## config.mk

```make
export PLATFORM = sky130hd
export DESIGN_NAME = cordic_req_sched
export DESIGN_NICKNAME = d
export VERILOG_FILES = /design/src/rtl/cordic_req_sched.sv
export SDC_FILE = /design/constraint.sdc
export NUM_CORES = 1
export LEC_CHECK = 0
export CAP_MARGIN = 20
export CORE_AREA = 2 2 76 150
export DETAILED_ROUTE_END_ITERATION = 12
export DIE_AREA = 0 0 78 152
export DONT_BUFFER_PORTS = 1
export GPL_TIMING_DRIVEN = 1
export HOLD_SLACK_MARGIN = 0.12
export PLACE_DENSITY_LB_ADDON = 0.08
export SLEW_MARGIN = 20
export SYNTH_ARGS = -nofsm -noshare
export SYNTH_HDL_FRONTEND = slang
export SYNTH_SLANG_ARGS = --single-unit
```

## constraint.sdc

```tcl
create_clock -name Clk_i -period 3.1 [get_ports Clk_i]
set_input_delay 0.62 -clock Clk_i [delete_from_list [all_inputs] [get_ports Clk_i]]
set_output_delay 0.62 -clock Clk_i [all_outputs]
set_load 0.005 [all_outputs]
```

## src/rtl/cordic_req_sched.sv

```systemverilog
// Round-robin scheduler sharing one fixed-latency CORDIC sin/cos pipeline among NUM_REQ clients.
// Define QUAD_FOLD_EN to fold quadrants 1/2 onto 3/0 on issue and negate the results on return.
module cordic_req_sched #(
    parameter int NUM_REQ  = 4,
    parameter int PIPE_LAT = 16,
    parameter int ID_W     = 2
) (
    input  logic                  Clk_i,
    input  logic                  Rst_i,
    input  logic [NUM_REQ-1:0]    Req_Valid_i,
    input  logic [16*NUM_REQ-1:0] Req_Angle_i,
    output logic [NUM_REQ-1:0]    Req_Ready_o,
    input  logic                  Flush_i,
    output logic                  Pipe_Start_o,
    output logic [15:0]           Pipe_Angle_o,
    input  logic                  Pipe_Done_i,
    input  logic [15:0]           Pipe_Sin_i,
    input  logic [15:0]           Pipe_Cos_i,
    output logic [NUM_REQ-1:0]    Rsp_Valid_o,
    output logic [ID_W-1:0]       Rsp_Id_o,
    output logic [15:0]           Rsp_Sin_o,
    output logic [15:0]           Rsp_Cos_o,
    output logic                  Busy_o,
    output logic                  Err_o
);

    logic [ID_W-1:0]    rr_ptr;
    logic [NUM_REQ-1:0] upper;
    logic [NUM_REQ-1:0] pick;
    logic [NUM_REQ-1:0] grant;
    logic [ID_W-1:0]    grant_id;
    logic [15:0]        sel_angle;
    logic [15:0]        issue_angle;
    logic               xfer;

    logic [PIPE_LAT:0]  live;
    logic [PIPE_LAT:0]  issued;
    logic [PIPE_LAT:0]  shadow;
    logic [ID_W-1:0]    tag_id [PIPE_LAT+1];

    logic               rsp_fire;
    logic               proto_err;
    logic [15:0]        sin_out;
    logic [15:0]        cos_out;

`ifdef QUAD_FOLD_EN
    logic               issue_fold;
    logic [PIPE_LAT:0]  fold_bits;

    function automatic logic [15:0] sat_neg(input logic [15:0] v);
        return (v == 16'h8000) ? 16'h7fff : (~v + 16'd1);
    endfunction
`endif

    // Requesters at or after the pointer win first; otherwise wrap to the lowest valid index.
    always_comb begin
        upper = '0;
        for (int i = 0; i < NUM_REQ; i++) begin
            upper[i] = Req_Valid_i[i] && (ID_W'(i) >= rr_ptr);
        end
        pick  = (|upper) ? upper : Req_Valid_i;
        grant = pick & (~pick + NUM_REQ'(1));
        if (Rst_i || Flush_i) begin
            grant = '0;
        end
    end

    always_comb begin
        grant_id  = '0;
        sel_angle = '0;
        for (int i = 0; i < NUM_REQ; i++) begin
            if (grant[i]) begin
                grant_id  = ID_W'(i);
                sel_angle = Req_Angle_i[16*i +: 16];
            end
        end
    end

    assign xfer        = |grant;
    assign Req_Ready_o = grant;

`ifdef QUAD_FOLD_EN
    // Adding 0x8000 only flips the MSB, mapping quadrants 1/2 onto 3/0.
    always_comb begin
        issue_fold  = sel_angle[15] ^ sel_angle[14];
        issue_angle = issue_fold ? {~sel_angle[15], sel_angle[14:0]} : sel_angle;
    end
`else
    assign issue_angle = sel_angle;
`endif

    always_ff @(posedge Clk_i) begin
        if (Rst_i) begin
            rr_ptr       <= '0;
            Pipe_Start_o <= 1'b0;
            Pipe_Angle_o <= '0;
        end else begin
            Pipe_Start_o <= xfer;
            if (xfer) begin
                Pipe_Angle_o <= issue_angle;
                rr_ptr       <= (grant_id == ID_W'(NUM_REQ - 1)) ? '0 : grant_id + ID_W'(1);
            end
        end
    end

    // Shadow bits remember operations issued before a reset so their late Done pulses are tolerated.
    always_ff @(posedge Clk_i) begin
        if (Rst_i) begin
            live   <= '0;
            issued <= '0;
            shadow <= {shadow[PIPE_LAT-1:0] | issued[PIPE_LAT-1:0], 1'b0};
        end else begin
            live   <= Flush_i ? '0 : {live[PIPE_LAT-1:0], xfer};
            issued <= {issued[PIPE_LAT-1:0], xfer};
            shadow <= {shadow[PIPE_LAT-1:0], 1'b0};
        end
    end

    always_ff @(posedge Clk_i) begin
        tag_id[0] <= grant_id;
        for (int s = 1; s <= PIPE_LAT; s++) begin
            tag_id[s] <= tag_id[s-1];
        end
    end

`ifdef QUAD_FOLD_EN
    always_ff @(posedge Clk_i) begin
        if (Rst_i) begin
            fold_bits <= '0;
        end else begin
            fold_bits <= {fold_bits[PIPE_LAT-1:0], xfer & issue_fold};
        end
    end

    assign sin_out = fold_bits[PIPE_LAT] ? sat_neg(Pipe_Sin_i) : Pipe_Sin_i;
    assign cos_out = fold_bits[PIPE_LAT] ? sat_neg(Pipe_Cos_i) : Pipe_Cos_i;
`else
    assign sin_out = Pipe_Sin_i;
    assign cos_out = Pipe_Cos_i;
`endif

    assign rsp_fire  = live[PIPE_LAT] && Pipe_Done_i && !Flush_i;
    assign proto_err = !shadow[PIPE_LAT] && (Pipe_Done_i != issued[PIPE_LAT]);

    always_ff @(posedge Clk_i) begin
        if (Rst_i) begin
            Rsp_Valid_o <= '0;
            Rsp_Id_o    <= '0;
            Rsp_Sin_o   <= '0;
            Rsp_Cos_o   <= '0;
        end else begin
            Rsp_Valid_o <= rsp_fire ? (NUM_REQ'(1) << tag_id[PIPE_LAT]) : '0;
            if (rsp_fire) begin
                Rsp_Id_o  <= tag_id[PIPE_LAT];
                Rsp_Sin_o <= sin_out;
                Rsp_Cos_o <= cos_out;
            end
        end
    end

    always_ff @(posedge Clk_i) begin
        if (Rst_i) begin
            Err_o <= 1'b0;
        end else if (proto_err) begin
            Err_o <= 1'b1;
        end
    end

    assign Busy_o = (|live) | Pipe_Start_o;

endmodule
```

### Word-level counts from Yosys, hierarchy flattened

Memory sizes are Yosys's and may differ from the RTL's.
Index checks and enable logic that the tools add are counted.

| word-level totals | value |
|---|---|
| output and inout port bits | 61 |
| bits of input ports | 104 |
| RAM bits | 34 |
| memories kept | 1 |
| register bits after elaboration | 109 |
| word-level logic and storage cells | 52 |

| cells by class | value |
|---|---|
| reduce and logical (&&, ||, !) cells | 15 |
| eq/ne operators | 2 |
| add/subtract/negate cells | 2 |
| bitwise gates (word level) | 5 |
| shifts and indexed selects | 1 |
| magnitude comparators | 4 |
| mux-type cells | 11 |

Memories:

| name | depth | width | read ports | clocked after memory_dff | wr ports | RTL line | text |
|---|---|---|---|---|---|---|---|
| tag_id | 17 | 2 | 17 | 0 | 17 | 39 | `logic [ID_W-1:0] tag_id [PIPE_LAT+1];` |

Operators with widths:

| operator | count |
|---|---|
| 2-to-1 mux 16 bit | 4 |
| 2-to-1 mux 17 bit | 1 |
| OR reduction 17 bit | 1 |
| bitwise OR 16 bit | 1 |
| 2-to-1 mux 4 bit | 2 |
| OR reduction 4 bit | 2 |
| logical AND 1 bit | 7 |
| 2-to-1 mux 2 bit | 3 |
| adder 4 x 1 -> 4 bit (second input constant) | 1 |
| bitwise AND 4 bit | 1 |
| greater-or-equal comparator 1 x 2 -> 1 bit (first input constant) | 2 |
| greater-or-equal comparator 2 bit (first input constant) | 2 |
| NOT 4 bit | 1 |
| OR reduction 2 bit | 2 |
| left shift 1 x 2 -> 4 bit (first input constant) | 1 |
| adder 2 x 1 -> 2 bit (second input constant) | 1 |
| equality test 2 bit (second input constant) | 1 |
| zero test 1 bit | 2 |
| logical OR 1 bit | 1 |
| 2-to-1 mux 1 bit | 1 |
| != test 1 bit | 1 |
| NOT 1 bit | 1 |
| bitwise OR 1 bit | 1 |

### Logic depth before layout (Yosys ltp)

Gate-level depths: netlist of the first run.

| depth | value |
|---|---|
| depth in word-level cells | 13 |
| gate-level depth with buffers | 8 |

### Worst setup path after synthesis of the first run

OpenSTA, ideal clock, no wires.

| timing | value |
|---|---|
| path kind | in2out |
| from | in Req_Valid_i[2] |
| to | out Req_Ready_o[3] |
| path slack | 0.800 ns |
| buffers on the path | 2 |
| stages | 7 |
| required time | 2.480 ns |
| arrival | 1.680 ns |
| path through | buf_6 -> nor2b_1 -> o21ai_2 -> nand3_1 -> buf_6 -> nand2_1 -> nor4b_1 |

| between the ends | value |
|---|---|
| cells in the longest elaborated chain, start to end | 7 |

RTL lines:

| what | RTL line | text |
|---|---|---|
| from (decl) | 10 | `input logic [NUM_REQ-1:0] Req_Valid_i,` |
| logical AND 1 bit | 59 | `upper[i] = Req_Valid_i[i] && (ID_W'(i) >= rr_ptr);` |
| OR reduction 4 bit | 61 | `pick = (\|upper) ? upper : Req_Valid_i;` |
| 2-to-1 mux 4 bit (*) | 61 |  |
| NOT 4 bit | 62 | `grant = pick & (~pick + NUM_REQ'(1));` |
| adder 4 x 1 -> 4 bit | 62 |  |
| bitwise AND 4 bit (*) | 62 |  |
| 2-to-1 mux 4 bit (*) | 63 | `if (Rst_i \|\| Flush_i) begin` |
| to (decl) | 12 | `output logic [NUM_REQ-1:0] Req_Ready_o,` |

Every way passes the cells marked *; elsewhere a longest branch is shown, timed or not.

### Final worst setup path of the first run

| timing | value |
|---|---|
| from | reg rr_ptr[1] |
| to | out Req_Ready_o[0] |

| between the ends | value |
|---|---|
| cells in the longest elaborated chain, start to end | 8 |
| elaborated cells between the ends (all ways) | 14 |
| classes of those cells | 1 x add/sub; 4 x order compare; 2 x mux; 2 x bitwise; 5 x reduce/logical |

RTL lines:

| what | RTL line | text |
|---|---|---|
| from (decl) | 27 | `logic [ID_W-1:0] rr_ptr;` |
| from (signal assigned) | 101 | `rr_ptr <= (grant_id == ID_W'(NUM_REQ - 1)) ? '0 : grant_id + ID_W'(1);` |
| greater-or-equal comparator 1 x 2 -> 1 bit / greater-or-equal comparator 2 bit (equally long branches) | 59 |  |
| logical AND 1 bit | 59 |  |
| OR reduction 4 bit | 61 |  |
| 2-to-1 mux 4 bit (*) | 61 |  |
| NOT 4 bit | 62 |  |
| adder 4 x 1 -> 4 bit | 62 |  |
| bitwise AND 4 bit (*) | 62 |  |
| 2-to-1 mux 4 bit (*) | 63 |  |

Marks and branches as above.

==> impl_summary.txt, run 1 <==
----------------------------------------------------
[Timing]
  Crit share post-route ... 0.816
  Number of hold-slack violations in the final timing report ... 0
  Total count of max-transition violations in the final report ... 0
  Final Hold Slack ... about 0.28 ns
  Worst relative slew slack ... 0.371
  Post-Route Setup TNS ... 0 ns
  Achievable clock frequency ... just under 400 MHz
  Endpoints failing setup ... 0
  Crit path time final ... ~2.5 ns
  Slew @ Worst Pin ... ~0.94 ns
  Setup repair after global routing missed its margin ... false
  Skew final ... 0.00926 ns

[Synthesis]
  Dominant combinational cell family by area after synthesis ... compound AO/OA/AOI/OAI gates
  Complex-gate fraction of the synthesized area ... 0.182
  Primary FF master, synth ... sky130_fd_sc_hd__dfxtp_1
  Instance count of the mapped netlist ... 461
  Share of synthesized area spent on multiplexers ... 0.0375
  YS warnings ... 0
  Share of synthesized flip-flops with an asynchronous set or reset ... 0
  Proportion of synthesized chip area in sequential cells ... 0.588
  Synth Area in Simple Gates ... 0.149
  Count of distinct cell types in the synthesized netlist ... between 40 and 50
  Post-synthesis register bit count ... approximately 140
  Number of enable-type register cells in the synthesized netlist ... 0
  Xor/xnor share of the synthesized area ... 0.00182
  Arithmetic-cell share of the synthesized area counting full adders, half adders and majority gates ... 0
  Mapped Area ... between 4000 and 5000 um^2
  Net count of the mapped netlist ... between 500 and 600
  Mean area per synthesized cell ... around 10 um^2

[Worst setup path]
  Worst EP required ... ~2.5 ns
  Largest driver fanout on the critical path ... 18
  Endpoint arrival time on the critical path ... between 1.5 and 2 ns
  Worst Setup End Kind ... output port
  Startpoint type of the worst setup path ... flop
  Beginning of the critical path ... rr_ptr[1]
  Crit Path Category ... flop to output port
  Reg2Reg Launch Point ... rr_ptr[1]

[Run status]
  Run status ... finished, final reports clean

[Drt]
  Average wire per cell in the routed design ... about 16 um
  Via count of the routed design ... about 3.2k
  Drt pass-1 iters ... 5
  Antenna Violating Nets Remaining ... 0
  Count of unresolved DRC violations after routing ... 0
  Initial DRC Count ... 85
  Routed WL ... 9610 um
  Drt via density ... approximately 5.3

[Power and ir drop]
  Power density relative to cell area ... 748 nW/um^2
  Leakage component of the power ... around 2.1 nW
  Peak supply drop ... 0.000393 V

[Global route]
  Largest net degree at the start of global routing ... 79
  Total overflow reported by the global router ... 0
  Via count of the first global-routing pass ... ~3.4k
  Wire length of the first global-routing pass ... about 16000 um
  Initial antenna violation count ... 0
  Combined global-route utilization of all metal layers ... 0.166

[Hold path]
  Worst hold-check path type ... input port to flop
  Startpoint of the worst hold path ... Rst_i

[Layout]
  Area overhead of the layout relative to synthesis ... 12.4%
  Area occupied by registers ... roughly 2800 um^2
  Number of nets in the layout ... 557
  Number of fillers in the final layout ... between 1k and 1.5k
  Number of antenna cells inserted ... 0
  Combined area of the multi-input logic cells ... 1780 um^2
  Fraction of layout cells with a size suffix above 1 ... 0.105

[Clock network]
  Root buffer cell ... sky130_fd_sc_hd__clkbuf_16
  Number of buffers on the longest clock path ... 2
  Clock tree from TritonCTS ... yes
  Num CTS Buffers ... 17
  Sink count of the clock tree ... 141
  Buffers inserted by post-CTS timing repair ... 0
  CTS Hold Bufs ... 0
  Depth of the CTS H-tree ... 4
  Clock-pin slew on the worst setup and hold paths ... 0.06 ns
  Worst-skew pair later-pin latency ... about 0.4 ns
  Number of gates resized after cts ... 0

[Floorplan]
  Number of placement rows ... 54
  Total Die Area ... between 10000 and 15000 um^2
  Die extent in y ... 152 um
  I/O Pins ... approximately 170
  Floorplan die width ... 78 um
  Placeable core region ... about 11000 um^2
  Initial Utilization ... 0.444

[Place]
  Input/output buffers ... 0
  Final weighted congestion of routability-driven global placement ... 0.806
  Post-detail-place hpwl ... 6790 um

[Flow run]
  Max-cap violations ... 0

----------------------------------------------------
-- cell usage in the layout (no fill, tap or decap), types with 2 or more instances in the layout --
cell	count
sky130_fd_sc_hd__a21o_1	15
sky130_fd_sc_hd__a21oi_1	53
sky130_fd_sc_hd__a21oi_2	2
sky130_fd_sc_hd__a221oi_1	15
sky130_fd_sc_hd__a22oi_1	16
sky130_fd_sc_hd__and2_1	17
sky130_fd_sc_hd__buf_4	4
sky130_fd_sc_hd__bufinv_16	2
sky130_fd_sc_hd__clkbuf_16	17
sky130_fd_sc_hd__clkinv_2	4
sky130_fd_sc_hd__clkinv_4	2
sky130_fd_sc_hd__clkinvlp_4	4
sky130_fd_sc_hd__dfxtp_1	141
sky130_fd_sc_hd__inv_6	2
sky130_fd_sc_hd__mux2i_1	18
sky130_fd_sc_hd__nand2_1	72
sky130_fd_sc_hd__nand3_1	2
sky130_fd_sc_hd__nor2_1	8
sky130_fd_sc_hd__nor2_2	2
sky130_fd_sc_hd__nor2b_1	19
sky130_fd_sc_hd__nor3_1	4
sky130_fd_sc_hd__nor4_1	4
sky130_fd_sc_hd__nor4_4	2
sky130_fd_sc_hd__nor4b_1	3
sky130_fd_sc_hd__o21a_1	16
sky130_fd_sc_hd__o21ai_0	2
sky130_fd_sc_hd__o21ai_2	2
sky130_fd_sc_hd__or4_1	2
-- cell usage after synthesis (3+ instances only) --
master                       n  area, um^2
sky130_fd_sc_hd__clkbuf_1   12        45.0
sky130_fd_sc_hd__a221oi_1   15         131
sky130_fd_sc_hd__nor4_1      4        25.0
sky130_fd_sc_hd__nor2_1      9        33.8
sky130_fd_sc_hd__nor3_1      4        20.0
sky130_fd_sc_hd__and2_1     17         106
sky130_fd_sc_hd__buf_4       4        30.0
sky130_fd_sc_hd__mux2i_1    18         180
sky130_fd_sc_hd__a22oi_1    16         120
sky130_fd_sc_hd__nor4b_1     3        26.3
sky130_fd_sc_hd__nor2b_1    19         119
sky130_fd_sc_hd__nand2_1    72         270
sky130_fd_sc_hd__a21o_1     15         113
sky130_fd_sc_hd__buf_1       4        15.0
sky130_fd_sc_hd__buf_6       7        78.8
sky130_fd_sc_hd__o21a_1     16         120
sky130_fd_sc_hd__a21oi_1    53         265
sky130_fd_sc_hd__buf_2       4        20.0
sky130_fd_sc_hd__dfxtp_1   141        2820
-- metrics by stage --
step	total power [W]	instance area [um^2]	util	cells	setup WS [ns]
3_5_place_dp	0.00215	4820	0.446	574	0.903
6_report	0.00403	5390	0.499	606	0.572
3_3_place_gp	0.00214	4820	0.446	574	0.950
5_1_grt	0.00421	5390	0.499	606	0.389
2_1_floorplan	0.00214	4800	-	461	0.800
4_1_cts	0.00409	5390	0.499	606	0.545
-- flip-flops by register name, summed over array words and instances (netlist names) --
| name | count |
|---|---|
| tag_id | 34 |
| issued | 17 |
| live | 17 |
| Pipe_Angle_o | 16 |
| Rsp_Cos_o | 16 |
| Rsp_Sin_o | 16 |
| shadow | 16 |
| Rsp_Valid_o | 4 |
| Rsp_Id_o | 2 |
| rr_ptr | 2 |
| Err_o | 1 |
-- critical path, stage by stage (launching register included) --
cell	delay [ns]
sky130_fd_sc_hd__dfxtp_1	0.54
sky130_fd_sc_hd__inv_1	0.13
sky130_fd_sc_hd__o21ai_2	0.23
sky130_fd_sc_hd__nand3_1	0.13
sky130_fd_sc_hd__buf_4	0.25
sky130_fd_sc_hd__nor3_1	0.22
-- report_power, final --
part           internal [W]  total (W)  switching, W
combinational     0.0000893   0.000187     0.0000974
clock               0.00118    0.00193      0.000744
sequential          0.00188    0.00192     0.0000395
-- path summary, 6_finish.rpt --
check	to	slack, ns	depth (start not counted)
setup reg to reg	Pipe_Angle_o[1]	1.12	4
hold / removal	issued[1]	0.28	1
hold reg to reg	tag_id[0][4]	0.32	0
setup / recovery	Req_Ready_o[0]	0.57	5
-- logic make-up (layout without fill, tap and decap cells) --
| kind of cell | after synthesis | after routing |
|---|---|---|
| AO/OA/AOI/OAI | 128 | 128 |
| XOR/XNOR | 1 | 1 |
| buffers and inverters | 33 | 38 |
| flip-flops | 141 | 141 |
| multiplexers | 18 | 18 |
| AND/OR/NAND/NOR | 140 | 140 |
-- metal layers --
metal	vias to the layer above	share of wire	GRT usage
met5	-	0	0
met2	147	0.54	0.302
met1	1491	0.36	0.152
met3	19	0.084	0.0689
met4	0	0.022	0.0852
li1	1585	-	-
-- cell type report --
class,instances,share of cell area
Inverter,2,0.00186
Timing Repair Buffer,4,0.00557
Tap cell,140,0.0325
Clock buffer,18,0.0796
Clock inverter,14,0.0269
Sequential cell,141,0.523
Multi-Input combinational cell,287,0.330
Power figures use the tool's default switching activity.
==> run 2: changes to the inputs <==
==> constraint.sdc (replaced) <==
create_clock -name Clk_i -period 2.2 [get_ports Clk_i]
set_input_delay 0.44 -clock Clk_i [delete_from_list [all_inputs] [get_ports Clk_i]]
set_output_delay 0.44 -clock Clk_i [all_outputs]
set_load 0.005 [all_outputs]
==> impl_summary.txt, run 2 (same netlist as run 1, synthesis figures left out) <==
----------------------------------------------------
[Layout]
  Most common library cell in the layout ignoring fill and taps ... sky130_fd_sc_hd__dfxtp_1
  Register with the highest flop count ... tag_id
  Number of antenna cells inserted ... 0
  Area overhead of the layout relative to synthesis ... 15.2%
  Max FFs per register ... 34
  Number of fillers in the final layout ... 1015
  Number of nets in the layout ... about 560
  Regs by FF count ... tag_id x34, issued x17, live x17
  Area occupied by registers ... 2830 um^2
  Leading cell types in the layout, fill and taps excluded ... sky130_fd_sc_hd__dfxtp_1, sky130_fd_sc_hd__nand2_1, sky130_fd_sc_hd__a21oi_1
  Final Util ... 0.512
  Fraction of layout cells with a size suffix above 1 ... 0.131
  Combined area of the multi-input logic cells ... around 1800 um^2

[Floorplan]
  Initial Utilization ... 0.444
  Number of placement rows ... 54
  Placeable core region ... between 10000 and 15000 um^2
  Die extent in y ... about 150 um
  Floorplan die width ... approximately 78 um
  I/O Pins ... approximately 170
  Total Die Area ... 11900 um^2

[Timing]
  Worst relative slew slack ... 0.355
  Crit path time final ... around 2.1 ns
  Number of hold-slack violations in the final timing report ... 0
  Crit share post-route ... 0.951
  Post-Route Setup TNS ... 0 ns
  Total count of max-transition violations in the final report ... 0
  Final Hold Slack ... about 0.14 ns
  Skew final ... between 0.01 and 0.015 ns
  Setup WS post-layout ... around 0.11 ns
  Achievable clock frequency ... 478 MHz
  Slew @ Worst Pin ... ~0.96 ns
  Setup repair after global routing missed its margin ... false
  Endpoints failing setup ... 0

[Drt]
  Drt via density ... 5.34
  Via count of the routed design ... roughly 3.3k
  Count of unresolved DRC violations after routing ... 0
  Routed WL ... 10100 um
  Drt pass-1 iters ... 4
  Initial DRC Count ... ~120
  Average wire per cell in the routed design ... roughly 16 um
  Antenna Violating Nets Remaining ... 0

[Power and ir drop]
  Overall power after layout ... about 0.0058 W
  Leakage component of the power ... 2.14 nW
  Power density relative to cell area ... between 1000 and 1500 nW/um^2
  Peak supply drop ... approximately 0.00055 V

[Worst setup path]
  Crit Path Category ... flop to output port
  Worst EP required ... 1.76 ns
  Worst Setup End Kind ... output port
  Largest driver fanout on the critical path ... 2
  Buffers plus inverters on the worst setup path ... 0
  Endpoint arrival time on the critical path ... between 1.5 and 2 ns
  Startpoint type of the worst setup path ... flop
  Cell with the biggest individual delay on the critical path ... sky130_fd_sc_hd__or4_1
  Highest cell delay on the worst timing path ... roughly 0.51 ns
  Worst path top cell family by delay ... simple AND/OR/NAND/NOR gates
  Sequence of cells on the critical path ... or4_1 > or4_4

[Global route]
  Busiest grt layer ... met2
  Routing usage on met2 ... 0.312
  Via count of the first global-routing pass ... 3395
  Initial antenna violation count ... 0
  Fraction of met3 tracks used by global routing ... 0.0647
  Total overflow reported by the global router ... 0
  Combined global-route utilization of all metal layers ... 0.172
  Largest net degree at the start of global routing ... 55
  Met1 GRT Util ... 0.170
  Wire length of the first global-routing pass ... ~16000 um

[Flow run]
  Max-cap violations ... 0

[Clock network]
  Num CTS Buffers ... 17
  Root buffer cell ... sky130_fd_sc_hd__clkbuf_16
  Worst-skew pair later-pin latency ... about 0.4 ns
  Clock-pin slew on the worst setup and hold paths ... 0.06 ns
  Number of buffers on the longest clock path ... 2
  Depth of the CTS H-tree ... 4
  Clock tree from TritonCTS ... yes
  Sink count of the clock tree ... about 140

[Run status]
  Run status ... finished, final reports clean

[Hold path]
  Worst hold-check path type ... input port to flop

[Place]
  Worst setup slack after placement ... 0.193 ns
  Post-detail-place hpwl ... about 7000 um
  Input/output buffers ... 0
  Final weighted congestion of routability-driven global placement ... around 0.8

----------------------------------------------------
-- run 2: cell count changes in the layout (fill, tap and decap cells not counted), moves of 2 or more --
cell                            change
sky130_fd_sc_hd__buf_4              +3
sky130_fd_sc_hd__clkinv_2           -3
sky130_fd_sc_hd__dfxtp_1            -2
sky130_fd_sc_hd__buf_12             +2
sky130_fd_sc_hd__dfxtp_4            +2
sky130_fd_sc_hd__clkinvlp_4         -2
sky130_fd_sc_hd__inv_8              +3
sky130_fd_sc_hd__inv_6              +2
sky130_fd_sc_hd__dlygate4sd3_1      +2
-- run 2: layout make-up --
type | instances | area share
Sequential cell | 141 | 0.512
Multi-Input combinational cell | 287 | 0.327
Clock buffer | 18 | 0.0794
Tap cell | 140 | 0.0317
Clock inverter | 14 | 0.0276
Timing Repair Buffer | 11 | 0.0204
Inverter | 2 | 0.00181
-- run 2: metrics by stage --
step / std cells / area, um^2
3_3_place_gp: 578 / 4860
3_5_place_dp: 578 / 4860
5_1_grt: 613 / 5530
2_1_floorplan: 461 / 4800
6_report: 613 / 5530
4_1_cts: 613 / 5520
-- run 2: where the power goes --
group / leakage [nW] / total [W] / internal (W) / switching (W)
combinational: 0.710 / 0.000308 / 0.000146 / 0.000163
clock: 0.286 / 0.00278 / 0.00163 / 0.00115
sequential: 1.15 / 0.00271 / 0.00265 / 0.0000574
total: 2.14 / 0.00580 / 0.00443 / 0.00137
-- run 2: path summary, 6_finish.rpt --
kind,slack (ns),to,start,depth (start not counted)
worst max-delay path,0.11,Busy_o,live[0],2
worst min-delay path,0.14,live[0],Flush_i,1
worst max register to register,0.34,Pipe_Angle_o[0],rr_ptr[1],4
worst min register to register,0.33,tag_id[2][2],tag_id[2][0],0
-- run 2: repair_timing --
item	in CTS	in global routing
buffers inserted	0	0
hold buffers	3	0
gates resized for setup	6	4
pin swaps	0	1
endpoints found under the hold margin	55	0
endpoints found under the setup margin	4	4
-- run 2: worst register-to-register path: stages (launching register included) --
cell and delay (ns):
sky130_fd_sc_hd__dfxtp_4 0.41, sky130_fd_sc_hd__a21boi_0 0.24, sky130_fd_sc_hd__nor4_4 0.79, sky130_fd_sc_hd__a221oi_1 0.18
sky130_fd_sc_hd__a21oi_1 0.17
-- run 2: routing by layer --
metal	up-vias	part of all wire
met5	-	0
li1	1602	-
met2	142	0.54
met1	1520	0.37
met3	11	0.081
met4	0	0.014
